==> config.mk <==
export PLATFORM = sky130hd
export DESIGN_NAME = rect_layer_gen
export DESIGN_NICKNAME = d
export VERILOG_FILES = /design/src/rtl/rect_layer_pkg.sv /design/src/rtl/rect_hit.sv /design/src/rtl/rect_layer_gen.sv
export SDC_FILE = /design/constraint.sdc
export NUM_CORES = 1
export LEC_CHECK = 0
export CAP_MARGIN = 20
export CORE_MARGIN = 1
export CORE_UTILIZATION = 50
export DETAILED_ROUTE_END_ITERATION = 10
export GPL_TIMING_DRIVEN = 1
export MAX_ROUTING_LAYER = met4
export PLACE_DENSITY = 0.74
export SYNTH_ARGS = -nofsm -noshare
export SYNTH_HDL_FRONTEND = slang
export SYNTH_SLANG_ARGS = --single-unit
==> constraint.sdc <==
create_clock -name clk -period 6.85 [get_ports clk]
set_input_delay 1.0275 -clock clk [delete_from_list [all_inputs] [get_ports clk]]
set_output_delay 1.0275 -clock clk [all_outputs]
set_load 0.01 [all_outputs]
==> src/rtl/rect_layer_pkg.sv <==
// Shared field encodings, rectangle record and default sizing for rect_layer_gen.
// The optional motion feature of rectangle 0 is enabled by defining BOUNCE_EN.
package rect_layer_pkg;

  localparam int N_RECT_DEF   = 4;
  localparam int XW_DEF       = 10;
  localparam int CW_DEF       = 8;
  localparam int H_ACTIVE_DEF = 640;
  localparam int V_ACTIVE_DEF = 480;
  localparam int VW           = 4;

  typedef enum logic [1:0] {
    FLD_XB  = 2'd0,
    FLD_YB  = 2'd1,
    FLD_COL = 2'd2,
    FLD_CTL = 2'd3
  } fld_e;

  typedef struct packed {
    logic [XW_DEF-1:0]     left;
    logic [XW_DEF-1:0]     right;
    logic [XW_DEF-1:0]     top;
    logic [XW_DEF-1:0]     bottom;
    logic [3*CW_DEF-1:0]   colour;
    logic                  enable;
    logic signed [VW-1:0]  vx;
    logic signed [VW-1:0]  vy;
  } rect_t;

  function automatic int max_int(input int a, input int b);
    return (a > b) ? a : b;
  endfunction

endpackage

==> src/rtl/rect_hit.sv <==
// Inclusive, unsigned bounds test of one pixel against one rectangle.
// An inverted box (left > right or top > bottom) can never satisfy both compares.
module rect_hit #(
  parameter int XW = 10
) (
  input  logic [XW-1:0] x,
  input  logic [XW-1:0] y,
  input  logic [XW-1:0] left,
  input  logic [XW-1:0] right,
  input  logic [XW-1:0] top,
  input  logic [XW-1:0] bottom,
  input  logic          enable,
  output logic          hit
);

  assign hit = enable && (x >= left) && (x <= right) && (y >= top) && (y <= bottom);

endmodule

==> src/rtl/rect_layer_gen.sv <==
// Rectangle-layer generator: shadow/active register banks, frame-synchronous commit and a
// 2-cycle hit/colour pipeline. Define BOUNCE_EN to let rectangle 0 move and reflect each frame.
module rect_layer_gen
  import rect_layer_pkg::*;
#(
  parameter int N_RECT   = N_RECT_DEF,
  parameter int XW       = XW_DEF,
  parameter int CW       = CW_DEF,
  parameter int H_ACTIVE = H_ACTIVE_DEF,
  parameter int V_ACTIVE = V_ACTIVE_DEF,
  localparam int IW      = (N_RECT > 1) ? $clog2(N_RECT) : 1,
  localparam int DW      = max_int(2 * XW, 3 * CW)
) (
  input  logic          clk,
  input  logic          reset,
  input  logic [XW-1:0] x,
  input  logic [XW-1:0] y,
  input  logic          video_on,
  input  logic          frame_tick,
  input  logic          wr_valid,
  output logic          wr_ready,
  input  logic [IW-1:0] wr_idx,
  input  logic [1:0]    wr_field,
  input  logic [DW-1:0] wr_data,
  output logic [CW-1:0] r,
  output logic [CW-1:0] g,
  output logic [CW-1:0] b,
  output logic          pix_valid
);

  if (N_RECT < 1 || N_RECT > 16) begin : g_bad_count
    $error("rect_layer_gen: N_RECT must be 1..16");
  end
  if (H_ACTIVE > (1 << XW) || V_ACTIVE > (1 << XW)) begin : g_bad_geometry
    $error("rect_layer_gen: active area does not fit in XW bits");
  end

  typedef struct packed {
    logic [XW-1:0]        left;
    logic [XW-1:0]        right;
    logic [XW-1:0]        top;
    logic [XW-1:0]        bottom;
    logic [3*CW-1:0]      colour;
    logic                 enable;
`ifdef BOUNCE_EN
    logic signed [VW-1:0] vx;
    logic signed [VW-1:0] vy;
`endif
  } rect_w_t;

  localparam logic [IW:0] N_LIM = (IW + 1)'(N_RECT);

  rect_w_t shadow [N_RECT];
  rect_w_t active [N_RECT];

  logic idx_ok;
  logic wr_en;

  assign wr_ready = !reset && !frame_tick;
  assign idx_ok   = ({1'b0, wr_idx} < N_LIM);
  assign wr_en    = wr_valid && wr_ready && idx_ok;

`ifdef BOUNCE_EN
  localparam logic signed [XW:0] X_MAX = (XW + 1)'(H_ACTIVE - 1);
  localparam logic signed [XW:0] Y_MAX = (XW + 1)'(V_ACTIVE - 1);

  logic             dirty;
  rect_w_t          moved0;
  logic signed [XW:0] nl;
  logic signed [XW:0] nr;
  logic signed [XW:0] nt;
  logic signed [XW:0] nb;

  function automatic logic signed [XW:0] step_pos(input logic [XW-1:0] p,
                                                  input logic signed [VW-1:0] v);
    return $signed({1'b0, p}) + $signed({{(XW + 1 - VW){v[VW-1]}}, v});
  endfunction

  // Next-frame position of rectangle 0; an axis that would leave the screen holds and reverses.
  always_comb begin
    moved0 = active[0];
    nl     = step_pos(active[0].left,   active[0].vx);
    nr     = step_pos(active[0].right,  active[0].vx);
    nt     = step_pos(active[0].top,    active[0].vy);
    nb     = step_pos(active[0].bottom, active[0].vy);
    if (nl[XW] || (nr > X_MAX)) begin
      moved0.vx = -active[0].vx;
    end else begin
      moved0.left  = nl[XW-1:0];
      moved0.right = nr[XW-1:0];
    end
    if (nt[XW] || (nb > Y_MAX)) begin
      moved0.vy = -active[0].vy;
    end else begin
      moved0.top    = nt[XW-1:0];
      moved0.bottom = nb[XW-1:0];
    end
  end
`endif

  // Writes are never accepted on the commit cycle, so the two branches cannot collide.
  always_ff @(posedge clk) begin
    if (reset) begin
      for (int i = 0; i < N_RECT; i++) begin
        shadow[i] <= '0;
        active[i] <= '0;
      end
`ifdef BOUNCE_EN
      dirty <= 1'b0;
`endif
    end else if (frame_tick) begin
      for (int i = 0; i < N_RECT; i++) begin
        active[i] <= shadow[i];
      end
`ifdef BOUNCE_EN
      dirty <= 1'b0;
      if (!dirty) begin
        active[0]    <= moved0;
        shadow[0].vx <= moved0.vx;
        shadow[0].vy <= moved0.vy;
      end
`endif
    end else if (wr_en) begin
      case (wr_field)
        FLD_XB: begin
          shadow[wr_idx].left  <= wr_data[XW-1:0];
          shadow[wr_idx].right <= wr_data[2*XW-1:XW];
        end
        FLD_YB: begin
          shadow[wr_idx].top    <= wr_data[XW-1:0];
          shadow[wr_idx].bottom <= wr_data[2*XW-1:XW];
        end
        FLD_COL: shadow[wr_idx].colour <= wr_data[3*CW-1:0];
        default: begin
          shadow[wr_idx].enable <= wr_data[0];
`ifdef BOUNCE_EN
          shadow[wr_idx].vx <= wr_data[7:4];
          shadow[wr_idx].vy <= wr_data[11:8];
`endif
        end
      endcase
`ifdef BOUNCE_EN
      if (wr_idx == '0) dirty <= 1'b1;
`endif
    end
  end

  logic [N_RECT-1:0] hit;

  for (genvar gi = 0; gi < N_RECT; gi++) begin : g_hit
    rect_hit #(
      .XW(XW)
    ) u_hit (
      .x      (x),
      .y      (y),
      .left   (active[gi].left),
      .right  (active[gi].right),
      .top    (active[gi].top),
      .bottom (active[gi].bottom),
      .enable (active[gi].enable),
      .hit    (hit[gi])
    );
  end

  // Stage 1: per-rectangle hit vector and visibility.
  logic [N_RECT-1:0] hit_p1;
  logic              vld_p1;

  always_ff @(posedge clk) begin
    if (reset) begin
      hit_p1 <= '0;
      vld_p1 <= 1'b0;
    end else begin
      hit_p1 <= hit;
      vld_p1 <= video_on;
    end
  end

  logic [3*CW-1:0] sel_col;

  always_comb begin
    sel_col = '0;
    for (int i = N_RECT - 1; i >= 0; i--) begin
      if (hit_p1[i]) sel_col = active[i].colour;
    end
  end

  // Stage 2: priority-selected colour, blanked outside the visible area.
  logic [3*CW-1:0] col_p2;
  logic            vld_p2;

  always_ff @(posedge clk) begin
    if (reset) begin
      col_p2 <= '0;
      vld_p2 <= 1'b0;
    end else begin
      col_p2 <= (vld_p1 && (|hit_p1)) ? sel_col : '0;
      vld_p2 <= vld_p1;
    end
  end

  assign r         = col_p2[3*CW-1:2*CW];
  assign g         = col_p2[2*CW-1:CW];
  assign b         = col_p2[CW-1:0];
  assign pix_valid = vld_p2;

endmodule
==> impl_metrics.csv, run 1 <==
group,metric,value,unit
layout,final_area,27000,um2
timing,min_period,4230,ps
cts,ctsResizeCount,0,
global_routing,use_met3,3.42,%
route,drt_iter0_markers,1412,
cts,ctsHtreeMaxLevel,2,
cts,clock_latency,600,ps
timing,worst-slew-pin-transition,1040,ps
logic_synthesis,yosysWarnings,0,
min_path,hold_path.class,"reg2reg",
pwr,p_sw_share,21.8,%
floorplan,die_h,221,um
global_routing,grt_pass1_wl,79100,um
critical_path,critPathLaunchType,"input pin",
timing,final.setup.tns,0,ps
logic_synthesis,ys_types,47,
floorplan,core,46900,um2
floorplan,die_w,221,um
logic_synthesis,syn_avg_cell_area,13.2,um2
global_routing,met2_usage,36.3,%
logic_synthesis,syn_area,23900,um2
min_path,worstHoldEndpoint,"col_p2[11]$_SDFF_PP0_",
placed_design,dp_slack,2070,ps
global_routing,grt_use_total,23.1,%
timing,hold_viol,0,
timing,finalCritPeriodShare,61.7,%
global_routing,grt_overflow,0,
timing,clock_skew,19.4,ps
timing,worst_slack,2620,ps
logic_synthesis,synth_fp_nets,2032,
pwr,power.density,273,nW/um2
global_routing,grt.busiest_layer,"met2",
route,antenna_left,0,
global_routing,grt_max_degree,261,
floorplan,start_util,51.1,%
logic_synthesis,ys_ff_latch,550,
critical_path,endpoint_kind,"flop",
critical_path,rr_endpoint,"hit_p1[2]$_SDFF_PP0_",
cts,cts_setup_buffers,0,
timing,rsz0062_at_grt,"false",
min_path,holdPathStages,2,
floorplan,ios,79,
critical_path,ff2ff_path_depth,7,
floorplan,core.rowCount,79,
layout,nets,2102,
cts,clock-sinks,550,
timing,setup_viol,0,
cts,cts_buffers,51,
cts,clock_path_buffers,3,
logic_synthesis,seq_area_frac_synth,67.8,%
route,wl_per_cell,20.9,um
pwr,finalPower,7.39,mW
timing,slew_headroom,30.7,%
layout,finish.utilization,57.7,%
route,vias,14000,
critical_path,cp_max_fo,29,
logic_synthesis,synth_async_sr_flop_share,0,%
critical_path,r2r_start,"active[2][32]$_SDFFCE_PN0P_",
pwr,ir_drop,0.270,mV
layout,area_growth_syn_to_layout,12.9,%
cts,holdBufCountCts,0,
global_routing,grt_pass1_vias,13500,
placed_design,port-buffer-count,78,
timing,max_freq,237,MHz
critical_path,worstSetupPathType,"in2reg",
cts,cts_tree,"built",
cts,path_clk_slew,60,ps
pwr,p_switching,1.61,mW
pwr,pwr-share-clk,39.5,%
route,viasPerCell,5.50,
pwr,combPwrFrac,7.0,%
timing,report.final.slew_viol_count,0,
run_status,outcome,"complete, but fails checks",
placed_design,gp_congestion,0.821,
critical_path,rrSetupSlack,4710,ps
logic_synthesis,synthCells,1819,
critical_path,required,7060,ps
logic_synthesis,yosys_most_used_dff,"edfxtp_1",
cts,root_buffer,"clkbuf_16",
pwr,p_leak,10.3,nW
global_routing,antenna_found_initial,0,
global_routing,use_met1,30.7,%
run_status,violations,"DRC",
pwr,seq_power_share,53.5,%
flow_run,cap_violations,0,
placed_design,placed_area,25300,um2
placed_design,hpwl,33500,um
critical_path,cp.arrival,4440,ps
route,drcViolationCount,4,
pwr,p_int,5.78,mW
logic_synthesis,synth_edf_count,520,
route,routed_wl,53100,um
min_path,min_from,"active[0][12]$_SDFFCE_PN0P_",
route,firstDrtPassIters,10,
floorplan,dieArea,48700,um2
layout,final_layout_size_suffix_gt1_share,5.18,%
==> per-stage QoR <==
step,hold WS (ps),cells
after CTS,497,2537
after detailed placement,468,2442
after floorplan,450,1819
final,494,2539
after global routing,522,2538
after global placement,472,2442
==> power groups by stage <==
stage	clock [mW]	combinational [mW]	sequential [mW]
after floorplan	0	0.319	4.02
after global placement	0	0.482	4.02
after detailed placement	0	0.512	4.03
after CTS	2.94	0.516	3.96
after global routing	3.06	0.575	3.97
final	2.92	0.515	3.96
==> worst max-delay path, stage by stage <==
cell             delay [ps]
clkdlybuf4s50_1         800
nor2_2                  440
and2_1                  180
buf_4                   320
a21boi_2                390
nand2_1                 450
nand2_1                 810
==> flip-flops by register name, indices dropped and copies added, names as in the netlist <==
| register | flops |
|---|---|
| hit_p1 | 4 |
| pix_valid | 1 |
| active | 260 |
| shadow | 260 |
| vld_p1 | 1 |
| col_p2 | 24 |
==> final cells by class <==
type	count	area, um2
diodes	1	2.50
clock buffers	66	1370
clock inverters	29	345
fillers	3633	19800
inverters	177	684
multi-input cells	1022	6750
flip-flops and latches	550	16200
well taps	607	759
repair buffers	87	893
==> per-layer routing <==
metal	vias up	wire, um
met4	0	1770
met5	-	0
met2	573	25200
met3	110	4100
li1	6503	-
met1	6779	22100
==> cells by family (layout without fill, tap and decap cells) <==
group | after synthesis | count (layout) | synth area share, %
other | 0 | 1 | 0
adders and majority gates | 160 | 160 | 8.37
and+or+nand+nor | 677 | 677 | 14.6
AOI/OAI and AO/OA | 185 | 185 | 5.19
buffers and inverters | 247 | 359 | 4.13
DFF | 550 | 550 | 67.8
==> cells in the mapped netlist, types with 2 or more instances <==
master    number  share of area (%)
edfxtp_1     520                 65
and2_1       261                6.8
nor2_1       225                3.5
inv_1        176                2.8
ha_1         160                8.4
a21oi_1       65                1.4
nand2_1       63               0.99
clkbuf_1      47               0.74
nor2b_1       39                1.0
dfxtp_1       30                2.5
nor3_1        30               0.63
a221oi_1      27               0.99
a21o_1        25               0.78
o21ai_0       25               0.52
nand4_1       19               0.50
buf_2         18               0.38
nand3_1       12               0.25
a211oi_1       9               0.28
o21a_1         9               0.28
nand2b_1       7               0.18
a31oi_1        5               0.13
and3_1         5               0.13
and4_1         5               0.18
nand2_2        4               0.10
a2111o_1       3               0.14
buf_6          3               0.14
nand3b_1       2              0.063
nor4_1         2              0.052
o211ai_1       2              0.063
o221ai_1       2              0.073
o32ai_1        2              0.073
o41ai_1        2              0.073
==> cells in the final DEF, fill, tap and decap left out, types with 7 or more instances in the layout <==
master,synthesis,routed
a211oi_1,9,9
a21o_1,25,25
a21oi_1,65,65
a221oi_1,27,27
and2_1,261,261
bufinv_16,0,7
clkbuf_1,47,12
clkbuf_16,0,52
clkdlybuf4s50_1,0,78
clkinv_2,0,9
dfxtp_1,30,29
edfxtp_1,520,520
ha_1,160,160
inv_1,176,175
nand2_1,63,63
nand2b_1,7,7
nand3_1,12,12
nand4_1,19,19
nor2_1,225,225
nor2b_1,39,38
nor3_1,30,30
o21a_1,9,9
o21ai_0,25,25
==> how the worst max path moves through the flow <==
stage	from	endpoint	slack, ps	depth (start not counted)
after CTS	reset	shadow[1][27]$_SDFFCE_PN0P_	2680	7
after global placement	reset	shadow[0][31]$_SDFFCE_PN0P_	2210	7
after detailed placement	reset	shadow[1][42]$_SDFFCE_PN0P_	2070	7
after global routing	reset	shadow[0][40]$_SDFFCE_PN0P_	2490	7
after floorplan	frame_tick	active[0][0]$_SDFFCE_PN0P_	150	2
final	reset	shadow[1][36]$_SDFFCE_PN0P_	2620	7
No activity file was read; power rests on OpenSTA's default activity.
==> run 2, diff against run 1 <==
--- a/config.mk
+++ b/config.mk
@@ -11,7 +11,7 @@
 export DETAILED_ROUTE_END_ITERATION = 10
 export GPL_TIMING_DRIVEN = 1
 export MAX_ROUTING_LAYER = met4
-export PLACE_DENSITY = 0.74
+export PLACE_DENSITY = 0.71
 export SYNTH_ARGS = -nofsm -noshare
 export SYNTH_HDL_FRONTEND = slang
 export SYNTH_SLANG_ARGS = --single-unit
==> constraint.sdc (replaced) <==
create_clock -name clk -period 4.05 [get_ports clk]
set_input_delay 0.6075 -clock clk [delete_from_list [all_inputs] [get_ports clk]]
set_output_delay 0.6075 -clock clk [all_outputs]
set_load 0.01 [all_outputs]
==> impl_metrics.csv, run 2 (same netlist as run 1, synthesis figures left out) <==
group,metric,value,unit
layout,final_cell_count_no_fill,2567,
critical_path,worstSetupPathType,"in2reg",
layout,nFillCells,3676,
critical_path,critical_path_depth,8,
placed_design,dp.cells,2466,
layout,top_regs,"active: 260 flops, shadow: 260 flops, col_p2: 24 flops",
route,drt_iter0_markers,1230,
route,drcViolationCount,2,
pwr,ir_drop,0.317,mV
cts,cts_setup_buffers,0,
floorplan,die_w,221,um
critical_path,max_stage_delay,840,ps
pwr,p_leak,10.4,nW
floorplan,ios,79,
critical_path,required,4540,ps
timing,worst-slew-pin-transition,1390,ps
timing,hold_viol,0,
cts,clock_path_buffers,3,
timing,setup_viol,0,
route,vias,14000,
layout,final_cell_mix,"edfxtp_1, and2_1, nor2_1",
placed_design,port-buffer-count,78,
critical_path,cp.buffers_inverters,1,
critical_path,critPathSlowestCell,"clkdlybuf4s50_1",
cts,ctsResizeCount,0,
critical_path,endpoint_kind,"flop",
critical_path,path_common_cell,"a21o_1",
placed_design,hpwl,35300,um
critical_path,cp-endpoint,"hit_p1[0]$_SDFF_PP0_",
floorplan,dieArea,48700,um2
floorplan,die_h,221,um
floorplan,start_util,51.1,%
cts,cts_tree,"built",
critical_path,ff2ff_path_depth,6,
critical_path,crit_family,"compound AO/OA/AOI/OAI gates",
placed_design,gp_congestion,0.890,
run_status,outcome,"complete, but fails checks",
timing,report.final.slew_viol_count,0,
cts,path_clk_slew,60,ps
cts,clock_latency,620,ps
layout,nets,2128,
timing,rsz0062_at_grt,"false",
layout,area_growth_syn_to_layout,13.9,%
cts,ctsHtreeMaxLevel,2,
route,antenna_left,0,
floorplan,core.rowCount,79,
layout,final_layout_size_suffix_gt1_share,6.58,%
route,routed_wl,56300,um
floorplan,core,46900,um2
cts,root_buffer,"clkbuf_16",
critical_path,r2r_start,"hit_p1[3]$_SDFF_PP0_",
route,wl_per_cell,21.9,um
layout,finish.utilization,58.2,%
cts,holdBufCountCts,0,
cts,clock-sinks,550,
timing,slew_headroom,7.59,%
layout,layout_commonest_cell,"edfxtp_1",
critical_path,rrSetupSlack,1600,ps
route,firstDrtPassIters,8,
global_routing,grt_pass1_wl,83000,um
global_routing,antenna_found_initial,1,
min_path,min_from,"active[0][18]$_SDFFCE_PN0P_",
flow_run,cap_violations,0,
min_path,hold_path.class,"reg2reg",
cts,cts_buffers,54,
global_routing,grt_max_degree,261,
global_routing,grt_overflow,0,
run_status,violations,"DRC",
global_routing,grt_use_total,24.4,%
critical_path,crit_start,"x[3]",
pwr,power.density,464,nW/um2
critical_path,rr_endpoint,"col_p2[7]$_SDFF_PP0_",
critical_path,path_cells,"clkdlybuf4s50_1 > ha_1 > a21o_1 > a21o_1 > a221oi_1 > o21ai_0 > nor4bb_1 > and3_1",
critical_path,cp_max_fo,8,
timing,clock_skew,20.7,ps
timing,min_period,2920,ps
global_routing,grt_pass1_vias,13700,
timing,finalCritPeriodShare,72.1,%
timing,max_freq,343,MHz
route,viasPerCell,5.47,
critical_path,cp.arrival,3410,ps
critical_path,critPathLaunchType,"input pin",
[run 2: worst min path at each step]
stage / endpoint / slack, ps / cells after the start
2_1_floorplan: col_p2[21]$_SDFF_PP0_ / 450 / 2
3_3_place_gp: col_p2[20]$_SDFF_PP0_ / 470 / 2
3_5_place_dp: col_p2[21]$_SDFF_PP0_ / 470 / 2
4_1_cts: col_p2[17]$_SDFF_PP0_ / 490 / 2
5_1_grt: col_p2[17]$_SDFF_PP0_ / 520 / 2
6_report: col_p2[17]$_SDFF_PP0_ / 480 / 2
[run 2: layout make-up]
type | instances | area (um2) | area share (%)
Timing Repair Buffer | 110 | 1060 | 3.88
Multi-Input combinational cell | 1022 | 6760 | 24.8
Clock inverter | 31 | 345 | 1.27
Clock buffer | 69 | 1440 | 5.27
Inverter | 177 | 681 | 2.50
Tap cell | 607 | 759 | 2.79
Antenna cell | 1 | 2.50 | 0.00918
Sequential cell | 550 | 16200 | 59.5
[run 2: per-stage QoR]
step | cell area, um2 | worst slack [ps] | setup TNS (ps) | hold slack, ps | power (mW)
after global placement | 25500 | 542 | 0 | 469 | 7.67
final | 27300 | 1130 | 0 | 481 | 12.6
after CTS | 27300 | 1120 | 0 | 485 | 12.7
after global routing | 27300 | 1050 | 0 | 518 | 13.0
after detailed placement | 25500 | 495 | 0 | 466 | 7.71
after floorplan | 23900 | -1000 | -260080 | 450 | 7.32
[run 2: power by group]
group | leakage [nW] | switching, mW | internal (mW) | total [mW]
clock | 0.879 | 2.15 | 2.91 | 5.06
combinational | 3.95 | 0.567 | 0.327 | 0.894
sequential | 5.58 | 0.0995 | 6.60 | 6.70
[run 2: per-layer routing]
metal  vias up  global-route usage (%)  wire length, um
met2       501                    38.4            26600
li1       6550                       -                -
met4         0                    8.70             1770
met3       109                    3.64             3870
met1      6877                    32.5            24000
met5         -                       -                0
[run 2: worst reg2reg max path, stage by stage (launching register included)]
cell and delay [ps]:
dfxtp_1 630, nor2b_1 690, buf_4 380, a221oi_1 120, nor3_1 290, a21oi_1 90
nor2_1 190
==> run 3, diff against run 2 <==
--- a/config.mk
+++ b/config.mk
@@ -11,7 +11,7 @@
 export DETAILED_ROUTE_END_ITERATION = 10
 export GPL_TIMING_DRIVEN = 1
 export MAX_ROUTING_LAYER = met4
-export PLACE_DENSITY = 0.71
+export PLACE_DENSITY = 0.74
 export SYNTH_ARGS = -nofsm -noshare
 export SYNTH_HDL_FRONTEND = slang
 export SYNTH_SLANG_ARGS = --single-unit
==> constraint.sdc (replaced) <==
create_clock -name clk -period 2.5 [get_ports clk]
set_input_delay 0.375 -clock clk [delete_from_list [all_inputs] [get_ports clk]]
set_output_delay 0.375 -clock clk [all_outputs]
set_load 0.01 [all_outputs]
==> impl_metrics.csv, run 3 (same netlist as run 1, synthesis figures left out) <==
group,metric,value,unit
timing,finalCritPeriodShare,91.6,%
cts,cts_buffers,53,
global_routing,grt_pass1_wl,82900,um
flow_run,cap_violations,0,
layout,layout_commonest_cell,"edfxtp_1",
cts,clock_path_buffers,3,
global_routing,antenna_found_initial,1,
route,vias,14300,
cts,path_clk_slew,60,ps
timing,min_period,2290,ps
placed_design,dp_slack,-363,ps
floorplan,dieArea,48700,um2
route,drt_iter0_markers,977,
critical_path,max_stage_delay,650,ps
placed_design,gp_congestion,0.922,
floorplan,core.rowCount,79,
floorplan,start_util,51.1,%
layout,area_growth_syn_to_layout,19.1,%
floorplan,ios,79,
global_routing,grt_pass1_vias,14400,
cts,cts_setup_buffers,0,
placed_design,port-buffer-count,78,
floorplan,die_h,221,um
placed_design,hpwl,36600,um
critical_path,path_cells,"clkdlybuf4s50_1 > buf_4 > ha_1 > nand4_1 > nor2_1 > o21ai_0 > nand3b_1 > o21ai_0 > and3_1",
pwr,pwr-share-clk,39.8,%
critical_path,cp_max_fo,5,
critical_path,critPathLaunchType,"input pin",
global_routing,grt_use_total,24.1,%
layout,top_regs,"active: 260 flops, shadow: 260 flops, col_p2: 24 flops",
critical_path,cp.arrival,2830,ps
floorplan,die_w,221,um
placed_design,placed_area,26700,um2
timing,report.final.slew_viol_count,0,
cts,holdBufCountCts,0,
global_routing,grt_overflow,0,
layout,final_layout_size_suffix_gt1_share,10.8,%
critical_path,critPathSlowestCell,"clkdlybuf4s50_1",
cts,ctsHtreeMaxLevel,2,
min_path,hold_path.class,"in2reg",
route,antenna_left,0,
route,drcViolationCount,2,
critical_path,required,3050,ps
timing,setup_viol,0,
route,routed_wl,55400,um
timing,clock_skew,24.5,ps
layout,final_cell_count_no_fill,2659,
pwr,p_switching,4.54,mW
pwr,seq_power_share,52.2,%
timing,hold_viol,0,
layout,nets,2219,
global_routing,grt_max_degree,129,
route,firstDrtPassIters,8,
timing,rsz0062_at_grt,"false",
timing,worst-slew-pin-transition,1130,ps
pwr,ir_drop,0.671,mV
run_status,violations,"DRC",
layout,final_area,28500,um2
pwr,p_int,16.2,mW
critical_path,endpoint_kind,"flop",
cts,ctsResizeCount,0,
cts,root_buffer,"clkbuf_16",
timing,worst_slack,211,ps
critical_path,worstSetupPathType,"in2reg",
layout,final_cell_mix,"edfxtp_1, and2_1, nor2_1",
route,wl_per_cell,20.9,um
run_status,outcome,"complete, but fails checks",
cts,clock-sinks,550,
cts,cts_tree,"built",
placed_design,dp.cells,2558,
timing,max_freq,437,MHz
timing,slew_headroom,24.1,%
pwr,p_leak,11.1,nW
cts,clock_latency,620,ps
floorplan,core,46900,um2
route,viasPerCell,5.39,
pwr,combPwrFrac,8.0,%
pwr,power.density,727,nW/um2
pwr,p_sw_share,21.9,%
critical_path,path_common_cell,"o21ai_0",
run 3: cell types whose count changed in the layout (fill, tap and decap cells not counted), moves of 5 or more:
cell	change
buf_4	+52
buf_12	+40
clkbuf_8	+9
clkinv_2	-5
run 3: worst paths after layout:
path	start	endpoint	slack, ps	cells after the start
worst max-delay path	x[5]	hit_p1[0]$_SDFF_PP0_	210	9
worst max register to register	active[0][58]$_SDFFCE_PN0P_	hit_p1[0]$_SDFF_PP0_	300	8
worst min register to register	shadow[2][55]$_SDFFCE_PN0P_	active[2][55]$_SDFFCE_PN0P_	500	1
worst min-delay path	video_on	vld_p1$_SDFF_PP0_	310	2
run 3: power groups by stage:
| stage | sequential, mW | combinational (mW) | clock (mW) |
|---|---|---|---|
| detailed placement | 11.0 | 1.64 | 0 |
| CTS | 10.8 | 1.66 | 8.35 |
| global placement | 11.0 | 1.59 | 0 |
| floorplan | 11.0 | 0.876 | 0 |
| global route | 10.9 | 1.82 | 8.69 |
| finish | 10.8 | 1.65 | 8.25 |
run 3: metal layers:
metal	global-route usage, %	vias to the layer above	wire length [um]
li1	-	6737	-
met1	30.7	6993	23200
met2	37.8	489	26300
met3	4.55	119	3850
met4	10.6	0	2070
met5	-	-	0
run 3: metrics by stage:
stage	TNS (ps)	hold slack, ps	total power [mW]	utilization [%]
global placement	-487	474	12.6	56.9
detailed placement	-549	487	12.7	56.9
finish	0	313	20.7	60.8
floorplan	-602630	450	11.9	-
CTS	0	284	20.8	60.8
global route	0	302	21.4	60.8
run 3: critical path: cells and delay by family:
family                   cells  cell delay, ps
adder cells (fa/ha/maj)      1             270
AO/OA/AOI/OAI                2             740
buffers and inverters        2             890
AND/OR/NAND/NOR              4             540
run 3: final cells by class:
class	count	area, um2
antenna	1	2.50
tap	607	759
inverter	177	681
clock buffer	76	1530
multi-input combinational	1022	6770
fill	3526	18300
timing repair buffer	202	2250
clock inverter	24	293
sequential	550	16200
